## src/rtl/alu_arbiter.sv

```systemverilog
// ============================================================================
// Module   : alu_arbiter
// Brief    : Round-robin sharing of one execute-stage ALU between two
//            requesters with registered ALU inputs and a valid/ready response.
// Revision : 1.0 - initial release
// ============================================================================
`default_nettype none

module alu_arbiter #(
  parameter int WIDTH = 16
) (
  input  logic             clk,
  input  logic             rst,
  input  logic             req0_valid,
  output logic             req0_ready,
  input  logic [4:0]       req0_op,
  input  logic [1:0]       req0_funct,
  input  logic [WIDTH-1:0] req0_a,
  input  logic [WIDTH-1:0] req0_b,
  input  logic             req1_valid,
  output logic             req1_ready,
  input  logic [4:0]       req1_op,
  input  logic [1:0]       req1_funct,
  input  logic [WIDTH-1:0] req1_a,
  input  logic [WIDTH-1:0] req1_b,
  output logic [4:0]       alu_op,
  output logic [1:0]       alu_funct,
  output logic [WIDTH-1:0] alu_a,
  output logic [WIDTH-1:0] alu_b,
  input  logic [WIDTH-1:0] alu_result,
  output logic             resp0_valid,
  output logic             resp1_valid,
  output logic [WIDTH-1:0] resp_data,
  input  logic             resp0_ready,
  input  logic             resp1_ready,
  output logic             busy
);

  typedef enum logic [1:0] {
    IDLE = 2'd0,
    EXEC = 2'd1,
    RESP = 2'd2
  } state_t;

  state_t           state_q, state_d;
  logic             grant_q, grant_d;
  logic             prio_q, prio_d;
  logic [4:0]       op_q, op_d;
  logic [1:0]       funct_q, funct_d;
  logic [WIDTH-1:0] a_q, a_d;
  logic [WIDTH-1:0] b_q, b_d;
  logic [WIDTH-1:0] data_q, data_d;
  logic             w_sel;
  logic             w_acc0, w_acc1;

  always_ff @(posedge clk or posedge rst) begin
    if (rst) begin
      state_q <= IDLE;
      grant_q <= 1'b0;
      prio_q  <= 1'b0;
      op_q    <= '0;
      funct_q <= '0;
      a_q     <= '0;
      b_q     <= '0;
      data_q  <= '0;
    end else begin
      state_q <= state_d;
      grant_q <= grant_d;
      prio_q  <= prio_d;
      op_q    <= op_d;
      funct_q <= funct_d;
      a_q     <= a_d;
      b_q     <= b_d;
      data_q  <= data_d;
    end
  end

  // prio only breaks ties; a lone requester wins regardless
  assign w_sel = (req0_valid && req1_valid) ? prio_q : req1_valid;

  always_comb begin
    state_d = state_q;
    grant_d = grant_q;
    prio_d  = prio_q;
    op_d    = op_q;
    funct_d = funct_q;
    a_d     = a_q;
    b_d     = b_q;
    data_d  = data_q;
    w_acc0  = 1'b0;
    w_acc1  = 1'b0;
    case (state_q)
      IDLE: begin
        if (req0_valid || req1_valid) begin
          w_acc0  = ~w_sel;
          w_acc1  = w_sel;
          grant_d = w_sel;
          prio_d  = ~w_sel;
          op_d    = w_sel ? req1_op    : req0_op;
          funct_d = w_sel ? req1_funct : req0_funct;
          a_d     = w_sel ? req1_a     : req0_a;
          b_d     = w_sel ? req1_b     : req0_b;
          state_d = EXEC;
        end
      end
      EXEC: begin
        data_d  = alu_result;
        state_d = RESP;
      end
      RESP: begin
        if (grant_q ? resp1_ready : resp0_ready) state_d = IDLE;
      end
      default: state_d = IDLE;
    endcase
  end

  // Keep the combinational readies quiet while reset is held
  assign req0_ready  = w_acc0 & ~rst;
  assign req1_ready  = w_acc1 & ~rst;
  assign alu_op      = op_q;
  assign alu_funct   = funct_q;
  assign alu_a       = a_q;
  assign alu_b       = b_q;
  assign resp_data   = data_q;
  assign resp0_valid = (state_q == RESP) && !grant_q;
  assign resp1_valid = (state_q == RESP) && grant_q;
  assign busy        = (state_q != IDLE);

endmodule

`default_nettype wire

```

## config.mk

```make
export PLATFORM = sky130hd
export DESIGN_NAME = alu_arbiter
export DESIGN_NICKNAME = d
export VERILOG_FILES = /design/src/rtl/alu_arbiter.sv
export SDC_FILE = /design/constraint.sdc
export NUM_CORES = 1
export LEC_CHECK = 0
export ABC_CLOCK_PERIOD_IN_PS = 4000
export BUFFER_PORTS_ARGS = -buffer_cell sky130_fd_sc_hd__buf_2
export CORE_ASPECT_RATIO = 1.75
export CORE_UTILIZATION = 50
export DETAILED_ROUTE_END_ITERATION = 8
export HOLD_SLACK_MARGIN = 0.12
export PLACE_DENSITY = 0.93
export SLEW_MARGIN = 40
export SYNTH_ARGS = -nofsm -noshare
export SYNTH_HDL_FRONTEND = slang
export SYNTH_SLANG_ARGS = --single-unit
```

## constraint.sdc

```tcl
create_clock -name clk -period 4 [get_ports clk]
set_input_delay 0.4 -clock clk [delete_from_list [all_inputs] [get_ports clk]]
set_output_delay 0.4 -clock clk [all_outputs]
set_load 0.05 [all_outputs]
```

* After elaboration in Yosys (flattened, before gate mapping)
Cells that the tools add are included.
** Storage, ports and cells
- Register bits :: 59
- Input port bits :: 100
- Output and inout port bits :: 60
- Logic and storage cells :: 38
** Operators by class
- Equal/unequal tests :: 4
- Mux-type cells :: 13
- Bitwise logic cells :: 4
- Reduce and logical (&&, ||, !) cells :: 9
** Operators with widths (number)
- two-way mux 16 bit :: 2
- two-way mux 1 bit :: 6
- two-way mux 2 bit :: 3
- case mux 2 bit (3 select lines) :: 1
- two-way mux 5 bit :: 1
- inequality test 2 bit (second input constant) :: 2
- AND reduction 2 bit :: 2
- logical AND 1 bit :: 3
- bitwise AND 1 bit :: 2
- equality test 2 x 1 -> 1 bit (second input constant) :: 1
- equality test 2 bit (second input constant) :: 1
- logical NOT 2 bit :: 1
- NOT 1 bit :: 2
- nonzero test 2 bit :: 1
- logical NOT 1 bit :: 1
- logical OR 1 bit :: 1

* Logic depth before layout (Yosys ltp)
Gate-level depths: netlist (run 1).
- Depth in word-level cells :: 6
- Mapped depth :: 5
- Depth with buffers taken out :: 3

* Least setup slack after synthesis (run 1)
OpenSTA, ideal clock, no wires.
- Path type :: register -> output
- From :: register prio_q
- To :: output port req0_ready
- Arrival time :: 1.868 ns
- Data required time :: 3.600 ns
- Slack :: 1.732 ns
- Cell stages (with the launch flop) :: 4
- Buffers on the path :: 1
- Cells stage by stage :: dfrtp_1 nand2b_1 buf_2 a2111oi_2
** Between the ends
- Word-level cells in the longest chain between the ends :: 5
** RTL lines
- start: declaration :: RTL line 47 : logic prio_q, prio_d;
- start signal: assignment :: RTL line 69 : prio_q <= prio_d;
- two-way mux 1 bit :: RTL line 79 : assign w_sel = (req0_valid && req1_valid) ? prio_q : req1_valid;
- NOT 1 bit :: RTL line 95 : w_acc0 = ~w_sel;
- two-way mux 1 bit :: RTL line 94 : if (req0_valid || req1_valid) begin
- two-way mux 1 bit :: RTL line 92 : case (state_q)
- bitwise AND 1 bit :: RTL line 118 : assign req0_ready = w_acc0 & ~rst;
- end: declaration :: RTL line 15 : output logic req0_ready,
Every way passes these cells.

* Final worst setup path (run 1)
- From :: register state_q[0]
- To :: output port req1_ready
** Between the ends
- Word-level cells in the longest chain between the ends :: 3
** RTL lines
- start: declaration :: RTL line 45 : state_t state_q, state_d;
- start signal: assignment :: RTL line 67 : state_q <= state_d;
- logical NOT 2 bit :: RTL line 92
- two-way mux 1 bit :: RTL line 92
- bitwise AND 1 bit :: RTL line 119 : assign req1_ready = w_acc1 & ~rst;
- end: declaration :: RTL line 21 : output logic req1_ready,
Every way passes these cells.

==> results of run 1 <==
## cells in the final DEF, fill, tap and decap left out, types with 2 or more instances in the layout
cell,n
dfrtp_1,59
buf_4,5
clkinv_2,2
nand2b_1,2
a311oi_2,37
a2bb2oi_2,37
nor2_1,3
a2bb2oi_1,2
clkbuf_16,9
buf_2,159
o21ai_0,40
a311oi_1,2
inv_2,2
mux2_2,17
## final timing paths
kind / slack, ns / endpoint / startpoint / cells past startpoint
max: 1.46 / req1_ready / state_q[0]$_DFFE_PP0P_ / 4
min: 0.11 / prio_q$_DFFE_PP0P_ / rst / 2
max reg2reg: 1.67 / alu_a[13]$_DFFE_PP0P_ / state_q[0]$_DFFE_PP0P_ / 5
min reg2reg: 0.50 / resp_data[9]$_DFFE_PP0N_ / resp_data[9]$_DFFE_PP0N_ / 1
max in group asynchronous: 3.00 / alu_a[6]$_DFFE_PP0P_ / rst / 3
min in group clk: 0.31 / resp_data[6]$_DFFE_PP0N_ / alu_result[6] / 2
## registers in the layout (all words and copies together), names as in the netlist
signal,count
state_q,2
alu_b,16
prio_q,1
alu_a,16
grant_q,1
alu_op,5
alu_funct,2
resp_data,16
## worst max-delay path, delay by kind of cell, from the launching register on
| family | cells | cell delay, ns |
|---|---|---|
| AND/OR/NAND/NOR | 3 | 1.15 |
| flip-flops | 1 | 0.39 |
| buffers and inverters | 1 | 0.27 |
## kinds of logic (layout without fill, tap and decap cells)
logic type | after synthesis | in the layout
compound gates | 121 | 121
flops | 59 | 59
buf+inv | 35 | 182
mux | 17 | 17
simple gates | 11 | 11
## power groups by stage
stage | registers [mW] | clock network [mW] | logic, mW
finish | 1.11 | 0.737 | 2.75
global route | 1.15 | 0.773 | 2.88
CTS | 1.11 | 0.749 | 2.74
detailed placement | 1.12 | 0 | 2.74
global placement | 1.09 | 0 | 2.67
floorplan | 2.08 | 0 | 1.31
## through the flow
stage | cell area (um^2) | util [%] | instances
after floorplan | 3350 | - | 243
after global placement | 4080 | 62.8 | 457
after detailed placement | 4080 | 62.8 | 457
after CTS | 4360 | 67.1 | 471
after global routing | 4390 | 67.6 | 472
final | 4390 | 67.6 | 472
## final cells by class
cell class                      instances  area (um^2)  area share, %
Tap cell                               82          103           2.34
Timing Repair Buffer                  165          861           19.6
Clock buffer                           11          243           5.53
Multi-Input combinational cell        149         1650           37.7
Clock inverter                          3         40.0          0.913
Sequential cell                        59         1480           33.7
Inverter                                3         11.3          0.257
## metal layers
layer,part of all wire (%),vias up
li1,-,1249
met5,0,-
met1,36,1362
met3,4.7,15
met2,57,109
met4,1.9,0
==> impl_metrics.py, run 1 <==
metrics = {
    "synthesis": {
        "synth_cells": 243,
        "synth_top_cell_by_area": "dfrtp_1",
        "yosysTopAreaCellShare_pct": 44.1,
        "ys_top_cells_by_count": "dfrtp_1 (59), o21ai_0 (40), a2bb2oi_2 (37), a311oi_2 (37), mux2_2 (17)",
        "synth.yosys.seq_area_share_pct": 44.1,
        "synthSimpleGateAreaFrac_pct": 2.50,
        "synth_top_family_by_area": "compound AO/OA/AOI/OAI gates",
        "yosys.area_share.adder_pct": 0,
        "synth_mux_area_share_pct": 5.72,
        "synth_flop_cell": "dfrtp_1",
        "synthesis.area_um2": 3350,
        "synth_nets": 343,
        "synth-edff-count": 0,
        "synth_cell_types": 23,
        "ys_seq_elements": 59,
        "async_flop_share_pct": 100,
        "synth.most_common_cell": "dfrtp_1",
        "synth_warnings": 0,
        "synth-compound-area-share_pct": 41.0,
        "synth_area_leaders": "dfrtp_1 (44%), a2bb2oi_2 (17%), a311oi_2 (17%)",
        "syn_avg_cell_area_um2": 13.8,
        "synth_xor_area_share_pct": 0,
    },
    "die": {
        "die_w_um": 63.9,
        "num_rows": 39,
        "die_area_um2": 7040,
        "io_pins": 160,
        "core_um2": 6490,
        "dieHeight_um": 110,
        "start_util_pct": 51.6,
    },
    "setup_path": {
        "worstSetupEndpointType": "output pin",
        "cpPeakStageDelay_ns": 0.59,
        "critical_path.slowest_cell": "or2_2",
        "crit_path_max_fanout": 27,
        "worstSetupPathType": "reg2out",
        "path_cells": "or2_2, or3_1, nor2_1, buf_2",
        "cp_data_arrival_time_ns": 2.14,
        "required_ns": 3.60,
        "critPathLaunchType": "flop",
    },
    "cells_and_area": {
        "n_antenna_cell": 0,
        "final_layout_size_suffix_gt1_share_pct": 71.0,
        "areaGrowthSynthToFinish_pct": 30.9,
        "final_net_count": 487,
        "fill_cells": 501,
    },
    "power_and_ir_drop": {
        "seqPwrFrac_pct": 24.2,
        "power_frac_clock_pct": 16.0,
        "swShare_pct": 48.8,
        "p_leak_nw": 1.87,
        "p_comb_share_pct": 59.8,
        "p_int_mw": 2.35,
        "switchingPower_mw": 2.24,
        "powerDensity_nw_per_um2": 1050,
        "power_mw": 4.60,
        "irDropWorstVdd_uv": 620,
    },
    "sta": {
        "worst_pin_slew_ns": 0.750,
        "setup_ws_ns": 1.46,
        "period_needed_ns": 2.54,
        "hold_viol": 0,
        "finalSetupViolCount": 0,
        "final_max_slew_viol_count": 0,
        "rsz0062_at_grt": "false",
        "whs_ns": 0.112,
        "fin_crit_sh_pct": 63.4,
        "clock_skew_ns": 0.00615,
        "finalSetupTns_ns": 0,
        "fmax_mhz": 394,
        "slew_headroom_pct": 50.0,
    },
    "place": {
        "place.gp.congestion": 0.729,
        "post-place-ws_ns": 1.63,
        "portBuffers": 159,
        "dp_hpwl_um": 6140,
    },
    "global_routing": {
        "use_met3_pct": 6.48,
        "grt_use_met1_pct": 28.9,
        "antenna_found_initial": 0,
        "grt_use_total_pct": 26.7,
        "grt_pass1_vias": 2922,
        "grt_busiest_layer": "met2",
        "grt_overflow": 0,
        "use_met2_pct": 48.6,
        "grt_pass1_wl_um": 14100,
        "grt_start_max_net_pins": 43,
    },
    "clock_network": {
        "worst_skew_pair.late_latency_ns": 0.32,
        "htree_levels": 3,
        "hold_buffers": 0,
        "cts_num_sinks": 59,
        "cts_tree": "built",
        "cts_resized": 0,
        "clk_pin_slew_worst_paths_ns": 0.05,
        "root_buffer": "clkbuf_16",
        "numCtsBuffers": 9,
        "cts.path.max_buffers": 2,
        "post_cts_buffers": 0,
    },
    "route": {
        "dr_total_vias": 2735,
        "wirelength_um": 8810,
        "drc": 0,
        "postRouteAntennaNets": 0,
        "wl_per_cell_um": 18.7,
        "dr.pass1.iters": 4,
        "avgViaCountPerCell": 5.79,
        "drt-initial-drc-count": 198,
    },
    "flow_run": {
        "cap_violations": 0,
    },
    "hold_path": {
        "hold_class": "in2async",
    },
    "outcome": {
        "outcome": "finished, final reports clean",
    },
}
Power figures use the tool's default switching activity.
==> inputs of run 2 (changes only) <==
Settings changed: ABC_AREA set to 1, ABC_CLOCK_PERIOD_IN_PS 4000 to 2400, CORE_UTILIZATION 50 to 45, PLACE_DENSITY 0.93 to 0.88.
Clock period 4 ns to 2.4 ns, I/O delays scaled along.
==> impl_metrics.py, run 2 <==
metrics = {
    "power_and_ir_drop": {
        "swShare_pct": 53.8,
        "power_frac_clock_pct": 17.5,
        "p_int_mw": 3.08,
        "p_comb_share_pct": 55.8,
        "power_mw": 6.67,
        "powerDensity_nw_per_um2": 1600,
        "seqPwrFrac_pct": 26.7,
        "irDropWorstVdd_uv": 817,
        "p_leak_nw": 2.67,
        "switchingPower_mw": 3.59,
    },
    "synthesis": {
        "ys_seq_elements": 59,
        "synth_warnings": 0,
        "synth_cell_types": 15,
        "syn_avg_cell_area_um2": 7.12,
        "synth_flop_cell": "dfrtp_1",
        "synth_xor_area_share_pct": 0,
        "synth-compound-area-share_pct": 0.326,
        "synth-edff-count": 0,
        "yosys.area_share.adder_pct": 0,
        "synth_cells": 432,
        "async_flop_share_pct": 100,
        "synthSimpleGateAreaFrac_pct": 36.7,
        "synthesis.area_um2": 3070,
        "synth_mux_area_share_pct": 0,
        "synth_top_family_by_area": "simple AND/OR/NAND/NOR gates",
        "ys_top_cells_by_count": "nand2_1 (156), nand3_1 (95), inv_1 (83), dfrtp_1 (59), buf_2 (16)",
        "synth_nets": 532,
        "synth_area_leaders": "dfrtp_1 (48%), nand2_1 (19%), nand3_1 (15%)",
        "synth.yosys.seq_area_share_pct": 48.0,
        "synth_top_cell_by_area": "dfrtp_1",
        "synth.most_common_cell": "nand2_1",
        "yosysTopAreaCellShare_pct": 48.0,
    },
    "sta": {
        "finalSetupViolCount": 0,
        "clock_skew_ns": 0.00518,
        "worst_pin_slew_ns": 0.683,
        "hold_viol": 0,
        "rsz0062_at_grt": "false",
        "period_needed_ns": 2.00,
        "fin_crit_sh_pct": 83.3,
        "slew_headroom_pct": 54.4,
        "fmax_mhz": 500,
        "finalSetupTns_ns": 0,
        "final_max_slew_viol_count": 0,
    },
    "global_routing": {
        "grt_use_total_pct": 24.6,
        "grt_overflow": 0,
        "grt_start_max_net_pins": 41,
        "antenna_found_initial": 0,
        "grt_pass1_wl_um": 13800,
        "grt_pass1_vias": 3300,
    },
    "cells_and_area": {
        "final-seq-area_um2": 1480,
        "multi_input_area_um2": 1140,
        "areaGrowthSynthToFinish_pct": 36.0,
        "final_net_count": 684,
        "final_common_cell": "buf_2",
        "post-route-util_pct": 63.5,
        "final_cell_mix": "buf_2 (159), nand2_1 (156), nand3_1 (95)",
        "fill_cells": 569,
        "final_layout_size_suffix_gt1_share_pct": 31.4,
        "n_antenna_cell": 0,
    },
    "setup_path": {
        "cp_top_family": "buffers and inverters",
        "cpPeakStageDelay_ns": 0.37,
        "r2r_cells": 7,
        "crit_path_max_fanout": 40,
        "worstSetupEndpointType": "output pin",
        "critPathLaunchType": "flop",
        "path_cells": "inv_1, nand2_1, buf_4, nand4_1, nor2_1, buf_2",
        "required_ns": 2.16,
        "critical_path.slowest_cell": "buf_4",
        "r2r-end": "alu_a[5]$_DFFE_PP0P_",
        "timing.rr.start": "prio_q$_DFFE_PP0P_",
        "cp.buffers_inverters": 3,
        "cp_data_arrival_time_ns": 1.76,
        "worstSetupPathType": "reg2out",
        "r2r_setup_slack_ns": 0.83,
    },
    "die": {
        "die_w_um": 64.5,
        "io_pins": 160,
        "num_rows": 39,
        "dieHeight_um": 111,
        "start_util_pct": 46.7,
        "core_um2": 6590,
        "die_area_um2": 7180,
    },
    "outcome": {
        "outcome": "finished, final reports clean",
    },
    "route": {
        "top_layer": "met4",
        "wl_per_cell_um": 12.3,
        "wirelength_um": 8280,
        "dr_wl_met3_um": 518,
        "met1_length_um": 3160,
        "avgViaCountPerCell": 4.88,
        "drc": 0,
        "postRouteAntennaNets": 0,
        "route.met2.wl_um": 4400,
        "dr.pass1.iters": 4,
        "dr_total_vias": 3276,
        "drt-initial-drc-count": 221,
    },
    "clock_network": {
        "htree_levels": 3,
        "cts_resized": 0,
        "cts_num_sinks": 59,
        "worst_skew_pair.late_latency_ns": 0.32,
        "cts_tree": "built",
        "numCtsBuffers": 9,
        "clk_pin_slew_worst_paths_ns": 0.05,
        "root_buffer": "clkbuf_16",
        "post_cts_buffers": 0,
        "hold_buffers": 1,
        "cts.path.max_buffers": 2,
    },
    "hold_path": {
        "worstHoldStart": "alu_result[7]",
        "hold_class": "in2reg",
        "hold_depth": 3,
        "min_to": "resp_data[7]$_DFFE_PP0N_",
    },
    "place": {
        "dp_hpwl_um": 5820,
        "portBuffers": 159,
        "place.gp.congestion": 0.794,
    },
    "flow_run": {
        "cap_violations": 0,
    },
}
[run 2: cell count changes after synthesis, moves of 6 or more]
cell and delta:
a2bb2oi_2 -37, inv_1 +81, mux2_2 -17, nand2_1 +156
nand3_1 +95, o21ai_0 -38, buf_6 -6, a311oi_2 -37
[run 2: area by class of cell]
type | instances | area share (%)
sequential | 59 | 35.3
inverter | 85 | 7.63
tap | 82 | 2.45
timing repair buffer | 167 | 20.8
multi-input combinational | 262 | 27.2
clock buffer | 14 | 6.31
clock inverter | 2 | 0.239
[run 2: logic make-up after synthesis]
logic type      Yosys count
compound gates            2
buf+inv                 111
flops                    59
simple gates            260
[run 2: worst max-delay path by stage]
stage,startpoint,endpoint,slack (ns),cells after the start
2_1_floorplan,state_q[0]$_DFFE_PP0P_,req0_ready,0.62,6
3_3_place_gp,req1_valid,req0_ready,0.71,6
3_5_place_dp,req1_valid,req0_ready,0.66,6
4_1_cts,prio_q$_DFFE_PP0P_,req1_ready,0.41,6
5_1_grt,prio_q$_DFFE_PP0P_,req1_ready,0.27,6
6_report,prio_q$_DFFE_PP0P_,req1_ready,0.40,6
[run 2: metrics by stage]
stage	cell area, um^2	hold WS (ns)	instances	setup slack [ns]
2_1_floorplan	3070	0.386	432	0.617
3_3_place_gp	3900	0.355	654	0.707
3_5_place_dp	3900	0.368	654	0.664
4_1_cts	4180	0.139	671	0.412
5_1_grt	4180	0.173	671	0.271
6_report	4180	0.150	671	0.400
[run 2: worst min-delay path, stage by stage]
cell and delay, ns:
buf_2 0.07, nand3_1 0.06, nand2_1 0.06
[run 2: per-layer routing]
layer | track usage, % | up-vias
met1 | 25.2 | 1521
met2 | 44.9 | 139
met5 | 0 | -
met3 | 5.33 | 17
li1 | - | 1599
met4 | 13.2 | 0
[run 2: power by group through the flow]
stage                     clock [mW]  combinational, mW  sequential [mW]
final                           1.17               3.72             1.78
after detailed placement           0               3.73             1.77
after global routing            1.23               3.98             1.82
after floorplan                    0               1.28             3.37
after global placement             0               3.64             1.76
after CTS                       1.18               3.74             1.78
